==> config.mk <==
export PLATFORM = sky130hd
export DESIGN_NAME = instruction_fetch
export DESIGN_NICKNAME = d
export VERILOG_FILES = /design/src/rtl/instruction_fetch_pkg.sv /design/src/rtl/fetch_buffer.sv /design/src/rtl/instruction_fetch.sv
export SDC_FILE = /design/constraint.sdc
export NUM_CORES = 1
export LEC_CHECK = 0
export ABC_CLOCK_PERIOD_IN_PS = 3300
export CAP_MARGIN = 30
export CORE_MARGIN = 5
export CORE_UTILIZATION = 31
export CTS_CLUSTER_SIZE = 14
export DETAILED_ROUTE_END_ITERATION = 8
export SLEW_MARGIN = 20
export SYNTH_ARGS = -nofsm -noshare
export SYNTH_HDL_FRONTEND = slang
export SYNTH_SLANG_ARGS = --single-unit
==> constraint.sdc <==
create_clock -name iCLK -period 3.3 [get_ports iCLK]
set_clock_uncertainty 0.1 [all_clocks]
set_input_delay 0.66 -clock iCLK [delete_from_list [all_inputs] [get_ports iCLK]]
set_output_delay 0.66 -clock iCLK [all_outputs]
set_load 0.01 [all_outputs]
==> src/rtl/instruction_fetch_pkg.sv <==
// Shared core definitions for the instruction fetch unit: widths, reset PC,
// NOP encoding and fetch FSM state encodings.
package instruction_fetch_pkg;

    localparam int          IF_PC_W     = 8;
    localparam logic [7:0]  IF_RESET_PC = 8'h00;
    localparam int          IF_DEPTH    = 2;
    localparam logic [31:0] IF_NOP      = 32'h0000_0013;

    typedef logic [1:0] fetch_state_t;

    localparam fetch_state_t ST_IDLE = 2'd0;
    localparam fetch_state_t ST_REQ  = 2'd1;
    localparam fetch_state_t ST_DROP = 2'd2;

endpackage

==> src/rtl/fetch_buffer.sv <==
// Small {PC, IR} FIFO. Entry 0 is the head and drives the consumer directly, so
// the outputs keep their last value once the buffer drains or is flushed.
module fetch_buffer
    import instruction_fetch_pkg::*;
#(
    parameter int              PC_W     = IF_PC_W,
    parameter logic [PC_W-1:0] RESET_PC = IF_RESET_PC,
    parameter int              DEPTH    = IF_DEPTH
) (
    input  logic                         clk,
    input  logic                         rst,
    input  logic                         push,
    input  logic [PC_W-1:0]              push_pc,
    input  logic [31:0]                  push_ir,
    input  logic                         pop,
    input  logic                         flush,
    output logic [$clog2(DEPTH+1)-1:0]   count,
    output logic                         head_valid,
    output logic [PC_W-1:0]              head_pc,
    output logic [31:0]                  head_ir
);

    localparam int CNT_W = $clog2(DEPTH + 1);

    logic [PC_W-1:0]  pc_q [DEPTH];
    logic [PC_W-1:0]  pc_d [DEPTH];
    logic [PC_W-1:0]  up_pc [DEPTH];
    logic [31:0]      ir_q [DEPTH];
    logic [31:0]      ir_d [DEPTH];
    logic [31:0]      up_ir [DEPTH];
    logic [CNT_W-1:0] count_q, count_d, wr_idx;
    logic             pop_eff, push_eff;

    // Value each entry takes when the queue advances by one on a pop.
    for (genvar gi = 0; gi < DEPTH; gi++) begin : g_up
        if (gi < DEPTH - 1) begin : g_mid
            assign up_pc[gi] = pc_q[gi+1];
            assign up_ir[gi] = ir_q[gi+1];
        end else begin : g_last
            assign up_pc[gi] = pc_q[gi];
            assign up_ir[gi] = ir_q[gi];
        end
    end

    always_comb begin
        pop_eff  = pop && (count_q != '0);
        push_eff = push && (pop_eff || (count_q != CNT_W'(DEPTH)));
        wr_idx   = count_q - (pop_eff ? CNT_W'(1) : CNT_W'(0));
        count_d  = flush ? '0 : wr_idx + (push_eff ? CNT_W'(1) : CNT_W'(0));
        for (int i = 0; i < DEPTH; i++) begin
            pc_d[i] = pc_q[i];
            ir_d[i] = ir_q[i];
            // Only shift live entries, so a lone head stays visible after it is taken.
            if (!flush && pop_eff && (CNT_W'(i + 1) < count_q)) begin
                pc_d[i] = up_pc[i];
                ir_d[i] = up_ir[i];
            end
            if (!flush && push_eff && (CNT_W'(i) == wr_idx)) begin
                pc_d[i] = push_pc;
                ir_d[i] = push_ir;
            end
        end
    end

    always_ff @(posedge clk or posedge rst) begin
        if (rst) begin
            count_q <= '0;
            for (int i = 0; i < DEPTH; i++) begin
                pc_q[i] <= RESET_PC;
                ir_q[i] <= IF_NOP;
            end
        end else begin
            count_q <= count_d;
            for (int i = 0; i < DEPTH; i++) begin
                pc_q[i] <= pc_d[i];
                ir_q[i] <= ir_d[i];
            end
        end
    end

    assign count      = count_q;
    assign head_valid = (count_q != '0);
    assign head_pc    = pc_q[0];
    assign head_ir    = ir_q[0];

endmodule

==> src/rtl/instruction_fetch.sv <==
// Instruction fetch front end: one-outstanding memory request FSM, fetch PC,
// redirect handling and a small output buffer feeding the execute units.
module instruction_fetch
    import instruction_fetch_pkg::*;
#(
    parameter int              PC_W     = IF_PC_W,
    parameter logic [PC_W-1:0] RESET_PC = IF_RESET_PC,
    parameter int              DEPTH    = IF_DEPTH
) (
    input  logic            iCLK,
    input  logic            iRST,
    input  logic            iREDIRECT,
    input  logic [PC_W-1:0] iREDIRECT_PC,
    output logic            oIMEM_REQ,
    output logic [PC_W-1:0] oIMEM_ADDR,
    input  logic            iIMEM_ACK,
    input  logic [31:0]     iIMEM_DATA,
    output logic            oVALID,
    input  logic            iREADY,
    output logic [31:0]     oIR,
    output logic [PC_W-1:0] oPC
);

    localparam int CNT_W = $clog2(DEPTH + 1);

    fetch_state_t     state_q, state_d;
    logic [PC_W-1:0]  fetch_pc_q, fetch_pc_d;
    logic [PC_W-1:0]  req_addr_q, req_addr_d;
    logic [CNT_W-1:0] count;
    logic             push, pop;

    // A pop in the redirect cycle is meaningless: the flush wins.
    assign pop = iREADY && !iREDIRECT;

    always_comb begin
        state_d    = state_q;
        fetch_pc_d = fetch_pc_q;
        req_addr_d = req_addr_q;
        push       = 1'b0;
        case (state_q)
            ST_IDLE: begin
                // Issuing only with a free slot reserves room for the returning word.
                if (!iREDIRECT && (count < CNT_W'(DEPTH))) begin
                    state_d    = ST_REQ;
                    req_addr_d = fetch_pc_q;
                end
            end
            ST_REQ: begin
                if (iIMEM_ACK) begin
                    state_d    = ST_IDLE;
                    push       = !iREDIRECT;
                    fetch_pc_d = fetch_pc_q + PC_W'(4);
                end else if (iREDIRECT) begin
                    state_d = ST_DROP;
                end
            end
            ST_DROP: begin
                if (iIMEM_ACK) begin
                    state_d = ST_IDLE;
                end
            end
            default: state_d = ST_IDLE;
        endcase
        if (iREDIRECT) begin
            fetch_pc_d = iREDIRECT_PC & ~PC_W'(3);
        end
    end

    always_ff @(posedge iCLK or posedge iRST) begin
        if (iRST) begin
            state_q    <= ST_IDLE;
            fetch_pc_q <= RESET_PC;
            req_addr_q <= RESET_PC;
        end else begin
            state_q    <= state_d;
            fetch_pc_q <= fetch_pc_d;
            req_addr_q <= req_addr_d;
        end
    end

    // The request address is latched separately so it stays put through DROP.
    assign oIMEM_REQ  = (state_q == ST_REQ) || (state_q == ST_DROP);
    assign oIMEM_ADDR = req_addr_q;

    fetch_buffer #(
        .PC_W     (PC_W),
        .RESET_PC (RESET_PC),
        .DEPTH    (DEPTH)
    ) u_buffer (
        .clk        (iCLK),
        .rst        (iRST),
        .push       (push),
        .push_pc    (req_addr_q),
        .push_ir    (iIMEM_DATA),
        .pop        (pop),
        .flush      (iREDIRECT),
        .count      (count),
        .head_valid (oVALID),
        .head_pc    (oPC),
        .head_ir    (oIR)
    );

endmodule

==> results of run 1 <==
==> state kept, by name (all words and copies together), names as in the netlist <==
| register | flops |
|---|---|
| fetch_pc_q | 6 |
| oIMEM_ADDR | 6 |
| state_q | 2 |
| u_buffer.count | 2 |
| u_buffer.head_ir | 32 |
| u_buffer.head_pc | 6 |
| u_buffer.ir_q | 32 |
| u_buffer.pc_q | 6 |
==> layout by cell type (no fill, tap or decap), types with 6 or more instances in the layout <==
cell	n
a22o_1	38
dfrtp_1	86
dfstp_2	6
o21ai_0	9
mux2_2	45
clkdlybuf4s50_1	88
nand2_1	12
clkbuf_16	9
a21o_1	38
==> metrics by stage <==
step / cell area [sq um] / total power, mW
2_1_floorplan: 4310 / 2.79
4_1_cts: 5370 / 4.29
5_1_grt: 5370 / 4.48
6_report: 5370 / 4.21
3_3_place_gp: 5030 / 3.21
3_5_place_dp: 5090 / 3.26
==> cell families after synthesis <==
kind of cell	share of synthesized area (%)
fa+ha+maj	1.45
simple gates	3.14
compound gates	16.7
xor+xnor	1.22
mux	12.5
buf+inv	11.2
other cells	0.0872
flops	53.7
==> power breakdown <==
group          total [mW]  switching, mW  internal [mW]
Sequential           1.78          0.242           1.54
Clock                1.00          0.423          0.580
Combinational        1.42          0.543          0.880
==> worst max-delay path by stage <==
stage,startpoint,to,slack (ns),depth (start not counted)
global placement,iREADY,u_buffer.head_ir[8],0.06,5
CTS,iREADY,u_buffer.head_ir[24],0.77,7
detailed placement,iREADY,u_buffer.head_ir[24],0.39,7
finish,iREADY,u_buffer.head_ir[10],0.80,7
global route,iREADY,u_buffer.head_ir[24],0.65,7
floorplan,iRST,fetch_pc_q[2],0.16,1
==> routing by layer <==
metal	up-vias	GRT usage [%]	wire (um)
li1	1245	-	-
met4	0	5.62	187
met2	61	15.9	3990
met5	-	0	0
met1	1329	15.3	4070
met3	14	3.00	429
==> cells in the mapped netlist (all sizes together) (3+ instances only) <==
cell	number
nand2	12
xnor2	3
buf	56
dfrtp	86
o21ai	9
dfstp	6
a22o	38
mux2i	3
mux2	45
nor2	3
a21oi	3
inv	5
a21o	38
xor2	3
clkbuf	6
ha	5
==> worst register-to-register path, stage by stage (launching register included) <==
cell,delay (ns)
dfrtp_1,0.38
inv_1,0.12
ha_1,0.25
nand2_1,0.20
a2111oi_4,0.42
nor2_4,0.21
buf_16,0.21
a21o_1,0.19
==> final cells by class <==
cell class / count / share of cell area [%]
sequential: 92 / 43.0
multi-input combinational: 181 / 28.6
timing repair buffer: 96 / 18.5
clock buffer: 10 / 4.26
tap: 180 / 4.19
clock inverter: 6 / 1.02
inverter: 5 / 0.396
==> run metrics, run 1 <==
Buf+Inv Stages, Crit Path 3; Antenna Violating Nets Remaining 0; Setup violations, final 0; RSZ-0062 raised after global routing no; Rel. slew slack 60.3%; Crit Path Max Fanout 21; vias in the first global route between 2000 and 3000; Clk pin slew, worst setup/hold paths roughly 0.060 ns; Yosys cell types 31; crit start category input port; Seq/Total Area, Yosys 53.7%; final net count ~440; Synth Flop Type dfrtp_1; CP delay by family, top buffers and inverters; Die Y ~130 um; RR Endpoint u_buffer.head_ir[10]; ratio of final minimum period to clock period 75.7%; area grow syn2layout 24.8%; synthesized cell area 4300 sq um; reg2reg start state_q[1]; Core Util, Final 39.2%; Synth Area per Inst 12.8 sq um; Row Count 43; yosys warns 0; Buffers on Ports 88; leakage 2.55 nW; Placer Congestion 0.698; crit path DAT about 2.6 ns; maximum vdd drop 0.304 mV; wire length of the first global-routing pass roughly 14000 um; drt first pass iters 4; I/O pin cnt 95; Tmin final 2.50 ns; largest cells by area after synthesis dfrtp_1, mux2_2, buf_4; Hold EP u_buffer.head_ir[8]; initial antenna violation count 0; final hold slack 0.376 ns; Async S/R FF share, synth 100%; Bufs on Longest Clock Path 2; drt drc 0; Pwr Density 783 nW/um^2; Die Area 16300 sq um; area of the multi-input gates 1540 sq um; Starting Density 31.4%; core area roughly 14000 sq um; EDFF count, synth 0; Worst Path Required 3.44 ns; Hold Path Class flop to flop; #FFs+latches synth just over 90; Synth area leader dfrtp_1; clock latency on the worst-skew pair roughly 0.34 ns; CTS tree done; R2R setup slack 1.10 ns; FF/Latch Area 2310 sq um; final WL 8670 um; FMAX 400 MHz; DP Worst Slack 0.393 ns; pin count of the biggest net entering global routing 55; worst slew pin tran 0.594 ns; die span in x roughly 130 um; Largest stage delay, worst path 0.59 ns; Via density roughly 4.6; cts bufs inserted 9; Crit-path slowest cell clkdlybuf4s50_1; Filler Cell Count 1364; final hold violation count 0; hold buffers post-CTS 0; Routed WL per cell about 15 um; DR vias 2649; R2R cell count 7; Mapped Cells 337; count of pins over their slew limit 0; Iter 0 DRT Violations 99; Worst Setup End Kind flop; hold depth 1; crit-path cells clkdlybuf4s50_1 -> nand2_1 -> nor2_4 -> buf_16 -> nor2_4 -> buf_16 -> a21o_1; Setup Fix Bufs, Post-CTS 0; MaxCap Viol Count 0; top cell type's share of synthesized area 50.0%; grt total ovfl 0; diode count 0; layout cells sized above 1 21.0%; Total GRT Usage between 10% and 20%; post-cts resize count 0; status completed; Non-Filler Instances 570; post-route setup slack 0.800 ns; Root Driver clkbuf_16; dpl hpwl roughly 6000 um; Setup CP Type input port to flop; Hold Startpoint u_buffer.head_ir[8]; post-route setup TNS 0 ns; H-tree Lvls 3; Sink Count 92; dpl cells approximately 550
Note: power is estimated with default switching activity, not from simulation.
==> inputs of run 2 (changes only) <==
--- a/config.mk
+++ b/config.mk
@@ -5,7 +5,7 @@
 export SDC_FILE = /design/constraint.sdc
 export NUM_CORES = 1
 export LEC_CHECK = 0
-export ABC_CLOCK_PERIOD_IN_PS = 3300
+export ABC_CLOCK_PERIOD_IN_PS = 2500
 export CAP_MARGIN = 30
 export CORE_MARGIN = 5
 export CORE_UTILIZATION = 31
==> constraint.sdc (replaced) <==
create_clock -name iCLK -period 2.5 [get_ports iCLK]
set_clock_uncertainty 0.1 [all_clocks]
set_input_delay 0.5 -clock iCLK [delete_from_list [all_inputs] [get_ports iCLK]]
set_output_delay 0.5 -clock iCLK [all_outputs]
set_load 0.01 [all_outputs]
==> run metrics, run 2 (synthesized netlist as in run 1, its figures left out) <==
post-route setup slack 0.230 ns (-0.570 ns); layout cells sized above 1 22.7% (+1.6 points); wire length of the first global-routing pass 14200 um (about the same); Die Area 16300 sq um (unchanged); Clk pin slew, worst setup/hold paths 0.06 ns (about the same); maximum vdd drop 0.343 mV (+13%); pin count of the biggest net entering global routing 93 (+69%); Setup CP Type flop to primary output; CTS tree done; I/O pin cnt 95 (unchanged); Crit Path Max Fanout 11 (-48%); initial antenna violation count 0 (unchanged); Int Power 4.20 mW (+40%); worst slew pin tran 0.558 ns (-0.0361 ns); final net count 442 (+1.6%); die span in x 128 um (unchanged); Pwr Density 1060 nW/um^2 (+35%); count of pins over their slew limit 0 (unchanged); final WL 8570 um (-1.2%); R2R setup slack 0.46 ns (-0.64 ns); Buffers on Ports 88 (unchanged); leakage 2.60 nW (+2.2%); hold buffers post-CTS 0 (unchanged); Rel. slew slack 62.7% (+2.4 points); total chip power 5.81 mW (+38%); Largest stage delay, worst path 0.51 ns (-0.08 ns); Worst Path Required 1.90 ns (-1.54 ns); Post-DP Area 5160 sq um (+1.4%); DP Worst Slack 0.0482 ns (-0.344 ns); final hold violation count 0 (unchanged); Die Y 128 um (unchanged); MaxCap Viol Count 0 (unchanged); crit start category flop; diode count 0 (unchanged); Bufs on Longest Clock Path 2 (unchanged); Via density 4.64 (-0.13%); crit-path cells or2_2 -> clkdlybuf4s50_1; Sink Count 92 (unchanged); post-cts resize count 0 (unchanged); Iter 0 DRT Violations 90 (-9.1%); final hold slack 0.373 ns (-0.00274 ns); area grow syn2layout 27.8%; status completed; DR vias 2678 (+1.1%); H-tree Lvls 3 (unchanged); Core Util, Final 40.1% (+0.92 points); Routed WL per cell 14.8 um (-2.4%); Logic pwr share 33.0% (-0.8 points); Placer Congestion 0.774 (+11%); FMAX 441 MHz; Total GRT Usage 11.0% (-0.043 points); dpl hpwl 5780 um (-3.8%); Psw 1.62 mW (+34%); Setup violations, final 0 (unchanged); Row Count 43 (unchanged); crit path DAT 1.67 ns (-0.96 ns); Crit-path slowest cell dfrtp_1; drt drc 0 (unchanged); Root Driver clkbuf_16; Worst Setup End Kind primary output; Net Sw Frac 27.8% (-0.93 points); clock latency on the worst-skew pair 0.34 ns (about the same); cts bufs inserted 9 (unchanged); vias in the first global route 2821 (+4.3%); Setup Fix Bufs, Post-CTS 0 (unchanged); grt total ovfl 0 (unchanged); drt first pass iters 4 (unchanged); Flop pwr share 40.4% (-1.9 points); final design instance area without fill 5500 sq um (+2.4%); Starting Density 31.4% (unchanged); ratio of final minimum period to clock period about nine tenths; core area 13700 sq um (unchanged); Hold Path Class flop to flop; clock share of power 26.5% (+2.6 points); RSZ-0062 raised after global routing no; Antenna Violating Nets Remaining 0 (unchanged); most frequent cells in the layout clkdlybuf4s50_1, dfrtp_1, mux2_2; Tmin final about 2.3 ns; most common cell after layout, fill and taps aside clkdlybuf4s50_1
==> run 2: critical path: cells and delay by family (launching register included) <==
kind	cells	cell delay [ns]
buffers and inverters	1	0.49
flip-flops	1	0.51
AND/OR/NAND/NOR	1	0.34
==> run 2: through the flow <==
| step | setup TNS (ns) | std cells |
|---|---|---|
| after global placement | -3.15 | 560 |
| after floorplan | 0 | 340 |
| after detailed placement | 0 | 561 |
| final | 0 | 577 |
| after global routing | 0 | 577 |
| after CTS | 0 | 577 |
==> run 2: routing by layer <==
layer	vias up	track usage [%]	routed length [um]
met3	12	3.25	508
met4	0	5.56	177
met1	1341	14.0	3930
met2	62	17.1	3950
li1	1263	-	-
met5	-	0	0
==> run 2: cell type report <==
type | instances | area (sq um)
Fill cell | 1321 | 8220
Sequential cell | 92 | 2310
Multi-Input combinational cell | 181 | 1540
Timing Repair Buffer | 103 | 1060
Clock buffer | 9 | 225
Tap cell | 180 | 225
Clock inverter | 7 | 114
Inverter | 5 | 22.5
==> run 2: path summary, 6_finish.rpt <==
check	to	startpoint	cells after the start
worst max-delay path	oVALID	u_buffer.count[1]	2
worst min-delay path	u_buffer.head_ir[13]	u_buffer.head_ir[13]	1
worst max register to register	u_buffer.head_pc[2]	state_q[1]	7
worst min register to register	u_buffer.head_ir[13]	u_buffer.head_ir[13]	1
max in group asynchronous	u_buffer.head_ir[0]	iRST	3
min in group asynchronous	u_buffer.ir_q[29]	iRST	3
==> run 2: power by group through the flow <==
stage	Clock (mW)	Sequential (mW)	Combinational, mW
after global routing	1.65	2.43	2.09
after floorplan	0	2.30	1.38
final	1.54	2.35	1.92
after global placement	0	2.36	1.90
after CTS	1.60	2.36	1.96
after detailed placement	0	2.39	1.95
==> inputs of run 3 (changes only) <==
--- a/config.mk
+++ b/config.mk
@@ -9,8 +9,10 @@
 export CAP_MARGIN = 30
 export CORE_MARGIN = 5
 export CORE_UTILIZATION = 31
+export CTS_CLUSTER_DIAMETER = 50
 export CTS_CLUSTER_SIZE = 14
 export DETAILED_ROUTE_END_ITERATION = 8
+export PLACE_DENSITY = 0.59
 export SLEW_MARGIN = 20
 export SYNTH_ARGS = -nofsm -noshare
 export SYNTH_HDL_FRONTEND = slang
==> run metrics, run 3 (synthesized netlist as in run 1, its figures left out) <==
status completed; Iter 0 DRT Violations 140 (+56%); I/O pin cnt 95 (unchanged); initial antenna violation count 0 (unchanged); post-route setup TNS 0 ns (unchanged); Hold Path Class flop to flop; DR vias 2665 (-0.49%); wire length of the first global-routing pass 14600 um (+3.1%); Core Util, Final 39.8% (-0.24 points); Worst Path Required 1.90 ns (about the same); RSZ-0062 raised after global routing no; pin count of the biggest net entering global routing 93 (unchanged); final hold slack 0.374 ns (+0.00153 ns); crit path DAT 1.67 ns (about the same); Crit Path Max Fanout 11 (unchanged); maximum vdd drop 0.381 mV (+11%); most frequent cells in the layout clkdlybuf4s50_1, dfrtp_1, mux2_2; layout cells sized above 1 22.5% (-0.20 points); Placer Congestion 0.787 (+1.7%); R2R cell count 7 (unchanged); FMAX 441 MHz (about the same); diode count 0 (unchanged); dpl hpwl 5920 um (+2.4%); count of pins over their slew limit 0 (unchanged); Total GRT Usage 11.4% (+0.42 points); hold depth 1 (unchanged); die span in x 128 um (unchanged); final WL 8840 um (+3.2%); Filler Cell Count 1334 (+0.98%); Die Area 16300 sq um (unchanged); CTS tree done; hold buffers post-CTS 0 (unchanged); area of the multi-input gates 1540 sq um (unchanged); Setup Fix Bufs, Post-CTS 0 (unchanged); Die Y 128 um (unchanged); Row Count 43 (unchanged); Sink Count 92 (unchanged); final net count 441 (-0.23%); Buffers on Ports 88 (unchanged); ratio of final minimum period to clock period 90.8% (about the same); drt first pass iters 4 (unchanged); Root Driver clkbuf_16; Clk pin slew, worst setup/hold paths 0.07 ns (about the same); Bufs on Longest Clock Path 2 (unchanged); vias in the first global route 2802 (-0.67%); post-cts resize count 0 (unchanged); core area 13700 sq um (unchanged); Starting Density 31.4% (unchanged); Antenna Violating Nets Remaining 0 (unchanged); Via density 4.63 (-0.31%); clock latency on the worst-skew pair 0.34 ns (about the same); Routed WL per cell 15.3 um (+3.3%); worst slew pin tran 0.531 ns (-0.0269 ns); drt drc 0 (unchanged); Setup CP Type flop to primary output; leakage 2.59 nW (-0.57%); Pwr Density 1050 nW/um^2 (-0.90%); area grow syn2layout 27.0%; Rel. slew slack 64.5% (+1.8 points); Setup violations, final 0 (unchanged); Worst Setup End Kind primary output; FF/Latch Area 2310 sq um (unchanged); cts bufs inserted 9 (unchanged); final hold violation count 0 (unchanged); grt total ovfl 0 (unchanged); Tmin final 2.27 ns (-0.000678 ns); crit start category flop; MaxCap Viol Count 0 (unchanged); H-tree Lvls 3 (unchanged); most common cell after layout, fill and taps aside clkdlybuf4s50_1
==> run 3: cell count changes in the layout (fill, tap and decap cells not counted) <==
cell,before,now
clkbuf_8,0,1
clkinv_2,3,2
bufinv_16,3,2
buf_12,4,3
clkinv_4,0,2
inv_6,1,0
==> run 3: critical path: stages (launching register included) <==
cell and delay [ns]:
dfrtp_1 0.51, or2_2 0.34, clkdlybuf4s50_1 0.48
==> run 3: power by group <==
group          internal (mW)  switching, mW  total [mW]
Combinational           1.18          0.724        1.91
Clock                  0.903          0.563        1.47
Sequential              2.03          0.324        2.35
==> run 3: metal layers <==
metal | vias to the layer above | wire, um | global-route usage (%)
met5 | - | 0 | 0
li1 | 1264 | - | -
met4 | 0 | 172 | 5.24
met2 | 59 | 4060 | 17.3
met1 | 1330 | 4190 | 15.5
met3 | 12 | 422 | 2.83
==> run 3: layout make-up <==
class / instances / share of cell area [%]
Sequential cell: 92 / 42.3
Multi-Input combinational cell: 181 / 28.1
Timing Repair Buffer: 102 / 19.1
Clock buffer: 10 / 4.37
Tap cell: 180 / 4.12
Clock inverter: 6 / 1.60
Inverter: 5 / 0.412
==> run 3: worst paths after layout <==
path | start | end | slack [ns]
worst max-delay path | u_buffer.count[1] | oVALID | 0.23
worst min register to register | u_buffer.head_ir[31] | u_buffer.head_ir[31] | 0.37
worst min-delay path | u_buffer.head_ir[31] | u_buffer.head_ir[31] | 0.37
max in group asynchronous | iRST | u_buffer.ir_q[0] | 1.37
min in group asynchronous | iRST | u_buffer.ir_q[31] | 0.57
worst max register to register | state_q[1] | u_buffer.head_ir[2] | 0.40
==> run 3: metrics by stage <==
step	setup WS, ns	power [mW]	cell area [sq um]	cells
finish	0.231	5.72	5470	576
global route	0.167	6.08	5470	576
CTS	0.207	5.84	5470	576
detailed placement	0.0489	4.33	5140	560
global placement	-0.0656	4.25	5110	559
floorplan	0.602	3.68	4320	340
